===== src/rtl/stim_gen_pkg.sv =====
// Shared types for the stim_gen stimulus generator: FSM state encoding and default counter width.
// Pure declarations, no logic.
package stim_gen_pkg;

  localparam int CNT_W_DEF = 16;

  typedef enum logic [1:0] {
    ST_IDLE = 2'd0,
    ST_RUN  = 2'd1,
    ST_DONE = 2'd2
  } state_t;

endpackage


===== src/rtl/stim_toggle.sv =====
// Half-period counter plus toggle flop; output flips after i_half enabled cycles, then the count wraps.
// Output registered; i_clr has priority over i_en; i_half must be nonzero.
module stim_toggle
  import stim_gen_pkg::*;
#(
  parameter int CNT_W = CNT_W_DEF
) (
  input  logic             i_clk,
  input  logic             i_rst,
  input  logic             i_en,
  input  logic             i_clr,
  input  logic [CNT_W-1:0] i_half,
  output logic             o_q
);

  localparam logic [CNT_W-1:0] ONE = {{(CNT_W-1){1'b0}}, 1'b1};

  logic [CNT_W-1:0] r_cnt;
  logic             r_q;

  always_ff @(posedge i_clk or posedge i_rst) begin
    if (i_rst) begin
      r_cnt <= '0;
      r_q   <= 1'b0;
    end else if (i_clr) begin
      r_cnt <= '0;
      r_q   <= 1'b0;
    end else if (i_en) begin
      if (r_cnt == i_half - ONE) begin
        r_cnt <= '0;
        r_q   <= ~r_q;
      end else begin
        r_cnt <= r_cnt + ONE;
      end
    end
  end

  assign o_q = r_q;

endmodule


===== src/rtl/stim_gen.sv =====
// Two-tone stimulus generator for an AND-gate UUT; optional y-vs-(a&b) checker under STIM_GEN_CHECK_EN.
// All outputs registered; start accepted only in IDLE, abort ends RUN on the next edge.
module stim_gen
  import stim_gen_pkg::*;
#(
  parameter int CNT_W = CNT_W_DEF
) (
  input  logic             clk,
  input  logic             rst,
  input  logic             start,
  input  logic             abort,
  input  logic [CNT_W-1:0] half_a,
  input  logic [CNT_W-1:0] half_b,
  input  logic [CNT_W-1:0] n_cycles,
  output logic             a,
  output logic             b,
  output logic             busy,
`ifdef STIM_GEN_CHECK_EN
  input  logic             y,
  output logic [CNT_W-1:0] err_cnt,
`endif
  output logic             done
);

  localparam logic [CNT_W-1:0] ONE = {{(CNT_W-1){1'b0}}, 1'b1};

  state_t           r_state;
  state_t           w_nxt_state;
  logic [CNT_W-1:0] r_half_a;
  logic [CNT_W-1:0] r_half_b;
  logic [CNT_W-1:0] r_len;
  logic [CNT_W-1:0] r_run_cnt;
  logic             r_busy;
  logic             r_done;
  logic             w_accept;
  logic             w_last;
  logic             w_tog_en;
  logic             w_tog_clr;

  assign w_accept  = (r_state == ST_IDLE) && start && !abort;
  assign w_last    = (r_state == ST_RUN) && (abort || (r_run_cnt == r_len - ONE));
  // The final RUN cycle must not toggle, so a/b hold their last RUN value through DONE.
  assign w_tog_en  = (r_state == ST_RUN) && !w_last;
  assign w_tog_clr = w_accept || (r_state == ST_DONE);

  always_comb begin
    w_nxt_state = r_state;
    case (r_state)
      ST_IDLE: if (w_accept) w_nxt_state = ST_RUN;
      ST_RUN:  if (w_last)   w_nxt_state = ST_DONE;
      ST_DONE: w_nxt_state = ST_IDLE;
      default: w_nxt_state = ST_IDLE;
    endcase
  end

  always_ff @(posedge clk or posedge rst) begin
    if (rst) begin
      r_state   <= ST_IDLE;
      r_busy    <= 1'b0;
      r_done    <= 1'b0;
      r_half_a  <= '0;
      r_half_b  <= '0;
      r_len     <= '0;
      r_run_cnt <= '0;
    end else begin
      r_state <= w_nxt_state;
      r_busy  <= (w_nxt_state == ST_RUN);
      r_done  <= (w_nxt_state == ST_DONE);
      if (w_accept) begin
        // Zero half-periods and a zero run length behave as 1.
        r_half_a  <= (half_a == '0) ? ONE : half_a;
        r_half_b  <= (half_b == '0) ? ONE : half_b;
        r_len     <= (n_cycles == '0) ? ONE : n_cycles;
        r_run_cnt <= '0;
      end else if (w_tog_en) begin
        r_run_cnt <= r_run_cnt + ONE;
      end
    end
  end

  stim_toggle #(.CNT_W(CNT_W)) u_tog_a (
    .i_clk  (clk),
    .i_rst  (rst),
    .i_en   (w_tog_en),
    .i_clr  (w_tog_clr),
    .i_half (r_half_a),
    .o_q    (a)
  );

  stim_toggle #(.CNT_W(CNT_W)) u_tog_b (
    .i_clk  (clk),
    .i_rst  (rst),
    .i_en   (w_tog_en),
    .i_clr  (w_tog_clr),
    .i_half (r_half_b),
    .o_q    (b)
  );

  assign busy = r_busy;
  assign done = r_done;

`ifdef STIM_GEN_CHECK_EN
  logic [CNT_W-1:0] r_err_cnt;

  always_ff @(posedge clk or posedge rst) begin
    if (rst) begin
      r_err_cnt <= '0;
    end else if (w_accept) begin
      r_err_cnt <= '0;
    end else if ((r_state == ST_RUN) && (y != (a & b)) && (r_err_cnt != '1)) begin
      r_err_cnt <= r_err_cnt + ONE;
    end
  end

  assign err_cnt = r_err_cnt;
`endif

endmodule


===== config.mk =====
export PLATFORM = sky130hd
export DESIGN_NAME = stim_gen
export DESIGN_NICKNAME = d
export VERILOG_FILES = /design/src/rtl/stim_gen_pkg.sv /design/src/rtl/stim_toggle.sv /design/src/rtl/stim_gen.sv
export SDC_FILE = /design/constraint.sdc
export NUM_CORES = 1
export LEC_CHECK = 0
export CAP_MARGIN = 20
export CORE_AREA = 2 2 98 138
export DETAILED_ROUTE_END_ITERATION = 10
export DIE_AREA = 0 0 100 140
export PLACE_DENSITY = 0.7
export SYNTH_ARGS = -nofsm -noshare
export SYNTH_HDL_FRONTEND = slang
export SYNTH_SLANG_ARGS = --single-unit

===== constraint.sdc =====
create_clock -name clk -period 9.1 [get_ports clk]
set_clock_uncertainty 0.05 [all_clocks]
set_input_delay 1.82 -clock clk [delete_from_list [all_inputs] [get_ports clk]]
set_output_delay 1.82 -clock clk [all_outputs]
set_load 0.02 [all_outputs]

==> impl.org <==
** Outcome
- The flow ran to the end, and the final reports show no timing, DRC or antenna violations.

** GRT
- In the global route stage, overall resource usage came out at 0.224.
- The first global-routing pass estimated 25600 µm of wire.
- Initial antenna violation count :: 0
- The total overflow left after global routing is 0.
- Largest net degree at the start of global routing :: 85
- Number of global-route vias before repair :: 5355

** Synthesis
- Of the total synthesized cell area, the portion taken by AND, OR, NAND and NOR gates is 0.299.
- Among all flip-flop cells after synthesis, the most frequent one is sky130_fd_sc_hd__dfrtp_1.
- sky130_fd_sc_hd__nand2_1 is the most common cell in the netlist.
- When the netlist entered floorplanning its net count stood at 800.
- The share of synthesized area in the top cell type comes to 0.404.
- In this run, synthesis inferred 0 flip-flops with an integrated enable.
- Fraction of synthesis flops using an asynchronous set or reset pin :: 1.00
- sky130_fd_sc_hd__dfrtp_1 takes more of the synthesized area than any other cell.
- Share of synthesized cell area in full adder, half adder and majority cells :: 0.0119
- Of the post-synthesis cell area, the part taken by muxes is 0.0127.
- Of the total synthesized cell area, the portion taken by XOR and XNOR cells is 0.103.
- After synthesis, the largest family of logic cells by area is simple AND/OR/NAND/NOR gates.
- Leading post-synthesis cells by instance count :: sky130_fd_sc_hd__nand2_1 (168), sky130_fd_sc_hd__dfrtp_1 (102), sky130_fd_sc_hd__xnor2_1 (51)
- Number of synthesized register bits :: 102
- Mean Syn Cell Area :: 8.51 µm²
- Counting every instance in the synthesized netlist gives 742.
- The compound-cell area share of the yosys netlist was 0.133.
- During synthesis, Yosys emitted a total of 0 warnings.
- Yosys attributes the largest share of cell area to sky130_fd_sc_hd__dfrtp_1 (40%), sky130_fd_sc_hd__nand2_1 (10%), sky130_fd_sc_hd__xnor2_1 (7.1%).
- Number of unique standard cell types used by synthesis :: 65
- Summing every instance area after synthesis gives 0.00631 mm².
- The share of the Yosys chip area taken by registers is 0.404.

** Cells and area
- Post-route non-filler standard cell count :: 940
- For this run, the share of the core covered by cells in the final layout is 0.574.
- From synthesis to final layout, the design area changed by 16.0%.
- Antenna diode instance count :: 0
- Final layout net count :: 840
- Counting the fill cells in the layout gives 1158.
- Fraction of layout instances using a drive strength above 1 :: 0.0597

** Min path
- The worst hold path begins at r_len[15].
- The min-delay analysis places its worst path in the category reg -> reg.

** Routing
- Length of the first detailed-routing pass in iterations :: 5
- In the routed layout, each cell is associated on average with a via count of 5.91.
- Vias post-DR :: 5557
- Total wirelength of the detailed-routed design :: 15200 µm
- The count of nets left with antenna violations once routing finished came out at 0.
- The first routing iteration left 274 violations.
- Count of unresolved DRC violations after routing :: 0
- Dividing the detail-routed wire length by the instance count gives 16.2 µm.

** Worst setup path
- For this run, the slowest stage of the critical path takes 0.50 ns.
- The signal on the critical path passes through clkdlybuf4s50_1 -> inv_1 -> nand3_2 -> buf_4 -> o21ai_0 -> a21oi_2 -> buf_4 -> or4_1 -> a21oi_1.
- STA classifies the critical path startpoint as an input port.
- The startpoint identified for the worst register-to-register timing path is r_half_a[0].
- Setup slack on the worst reg-to-reg path comes out at 5.36 ns.
- STA classifies the critical path endpoint as a register.
- Data on the critical path is required at its endpoint by 9.25 ns.
- Most frequent CP cell :: sky130_fd_sc_hd__buf_4
- Critical Path Source :: abort
- Startpoint-to-endpoint class of the critical path :: in -> reg
- Data arrives at the worst endpoint at 4.06 ns.
- In this run the worst path has a maximum fanout of 56.
- Critical Path Slowest Stage Cell :: sky130_fd_sc_hd__clkdlybuf4s50_1

** Clock network
- Once the clock tree was built, the resizer swapped 0 gates to a different size.
- Counting the buffers created by CTS gives 9.
- Post CTS Setup Buffer Count :: 0
- The tree is rooted in a sky130_fd_sc_hd__clkbuf_16.
- TritonCTS clock tree :: done
- CTS built an H-tree with a depth of 3.
- Buffers inserted to repair hold after CTS numbered 0.
- CTS Buffer Depth :: 2
- Number of sinks driven by the clock tree :: 102
- Clock transition time at the flip-flop clock pins of the worst setup and hold paths :: 0.07 ns
- The later pin in the worst-skew pair is clocked with a latency of 0.34 ns.

** Floorplan
- Rows :: 49
- Ports placed on the boundary :: 56
- Die Area :: 0.0140 mm²
- Area of the core :: 0.0128 mm²
- From left edge to right edge, the die measures 100 µm.
- Initial Util :: 0.495
- From bottom edge to top edge, the die measures 140 µm.

** Timing
- Setup repair after global routing left no endpoint under its margin.
- Based on the critical path, the design can be clocked at up to 256 MHz.
- Total Neg Setup Slack :: 0 ns
- Final number of max-transition violations :: 0
- Of the available clock period, the critical path in the final layout requires 0.430.
- Setup violations remaining at the end of the flow were counted as 0.
- Least-Margin Pin Slew :: 0.652 ns
- Tmin final :: 3.91 ns
- Total count of hold-check failures in the final report :: 0
- Headroom to the max-slew limit came out at 0.561.

** Place
- Input and output buffers added on the ports amount to 55.
- Post-detailed-placement half-perimeter wirelength :: 11200 µm
- Inst Count DP :: 921
- Global placement routability congestion :: 0.847

** Power
- PD cells :: 176 mW/mm²
- Summed over all cells, the static leakage comes to 0.00300 µW.
- VDD IR-drop max :: 0.113 mV

** Flow run
- Across the run, the number of max-cap violations was 0.
## where the power goes
group	leakage (µW)	switching, µW	internal, µW	total [µW]
sequential	0.00134	76.8	500	577
combinational	0.00150	155	136	291
clock	0.000162	167	256	424
## cells by family after synthesis
kind of cell | count (synthesis)
simple gates | 368
compound gates | 134
flops | 102
xor+xnor | 74
buf+inv | 50
mux | 8
fa+ha+maj | 6
## path summary, 6_finish.rpt
path | to | cells after the start
worst min-delay path | r_len[15] | 2
max in group asynchronous | r_half_b[6] | 4
worst max register to register | u_tog_a.r_cnt[9] | 10
min in group asynchronous | r_run_cnt[7] | 2
worst max-delay path | u_tog_a.r_cnt[9] | 9
worst min register to register | r_len[15] | 2
## cell type report
cell class                 instances  area [µm²]  area share
multi-input combinational        590        3530       0.483
inverter                          17        66.3     0.00906
clock buffer                      11         253      0.0345
timing repair buffer              62         643      0.0878
clock inverter                     5        81.3      0.0111
tap                              153         191      0.0261
sequential                       102        2550       0.349
## routing by layer
metal	up-vias	routed length, µm	GRT usage
li1	2717	-	-
met1	2688	6500	0.284
met2	117	7730	0.381
met3	35	481	0.0324
met4	0	500	0.0908
met5	-	0	0
## through the flow
stage                     area [µm²]  total power, µW  hold slack, ns  setup slack (ns)
after global placement          6930              858           0.435              4.91
after floorplan                 6310              788           0.415              4.55
after global routing            7320             1360           0.472              4.92
after detailed placement        6930              871           0.439              4.81
after CTS                       7260             1300           0.456              5.18
final                           7320             1290           0.455              5.19
## placed cells by master, fill, tap and decap left out, types with 19 or more instances in the layout
master,n
sky130_fd_sc_hd__dfrtp_1,102
sky130_fd_sc_hd__o21ai_0,38
sky130_fd_sc_hd__or3_1,25
sky130_fd_sc_hd__nand3_1,24
sky130_fd_sc_hd__clkdlybuf4s50_1,55
sky130_fd_sc_hd__nand2_1,168
sky130_fd_sc_hd__nor2_1,36
sky130_fd_sc_hd__nor4_1,19
sky130_fd_sc_hd__xnor2_1,51
sky130_fd_sc_hd__nor3_1,19
sky130_fd_sc_hd__xor2_1,23
sky130_fd_sc_hd__a21oi_1,47
## worst max-delay path: cells and delay by family
family                 cells  cell delay [ns]
AND/OR/NAND/NOR            2             0.26
AO/OA/AOI/OAI              3             0.51
buffers and inverters      4             1.45
## sequential cells by signal, indices dropped and copies added, names as in the netlist
| signal | count |
|---|---|
| u_tog_b.r_cnt | 16 |
| u_tog_a.o_q | 1 |
| u_tog_b.o_q | 1 |
| r_len | 16 |
| u_tog_a.r_cnt | 16 |
| done | 1 |
| r_state | 2 |
| r_half_b | 16 |
| r_half_a | 16 |
| busy | 1 |
| r_run_cnt | 16 |
No activity file was read; power rests on OpenSTA's default activity.
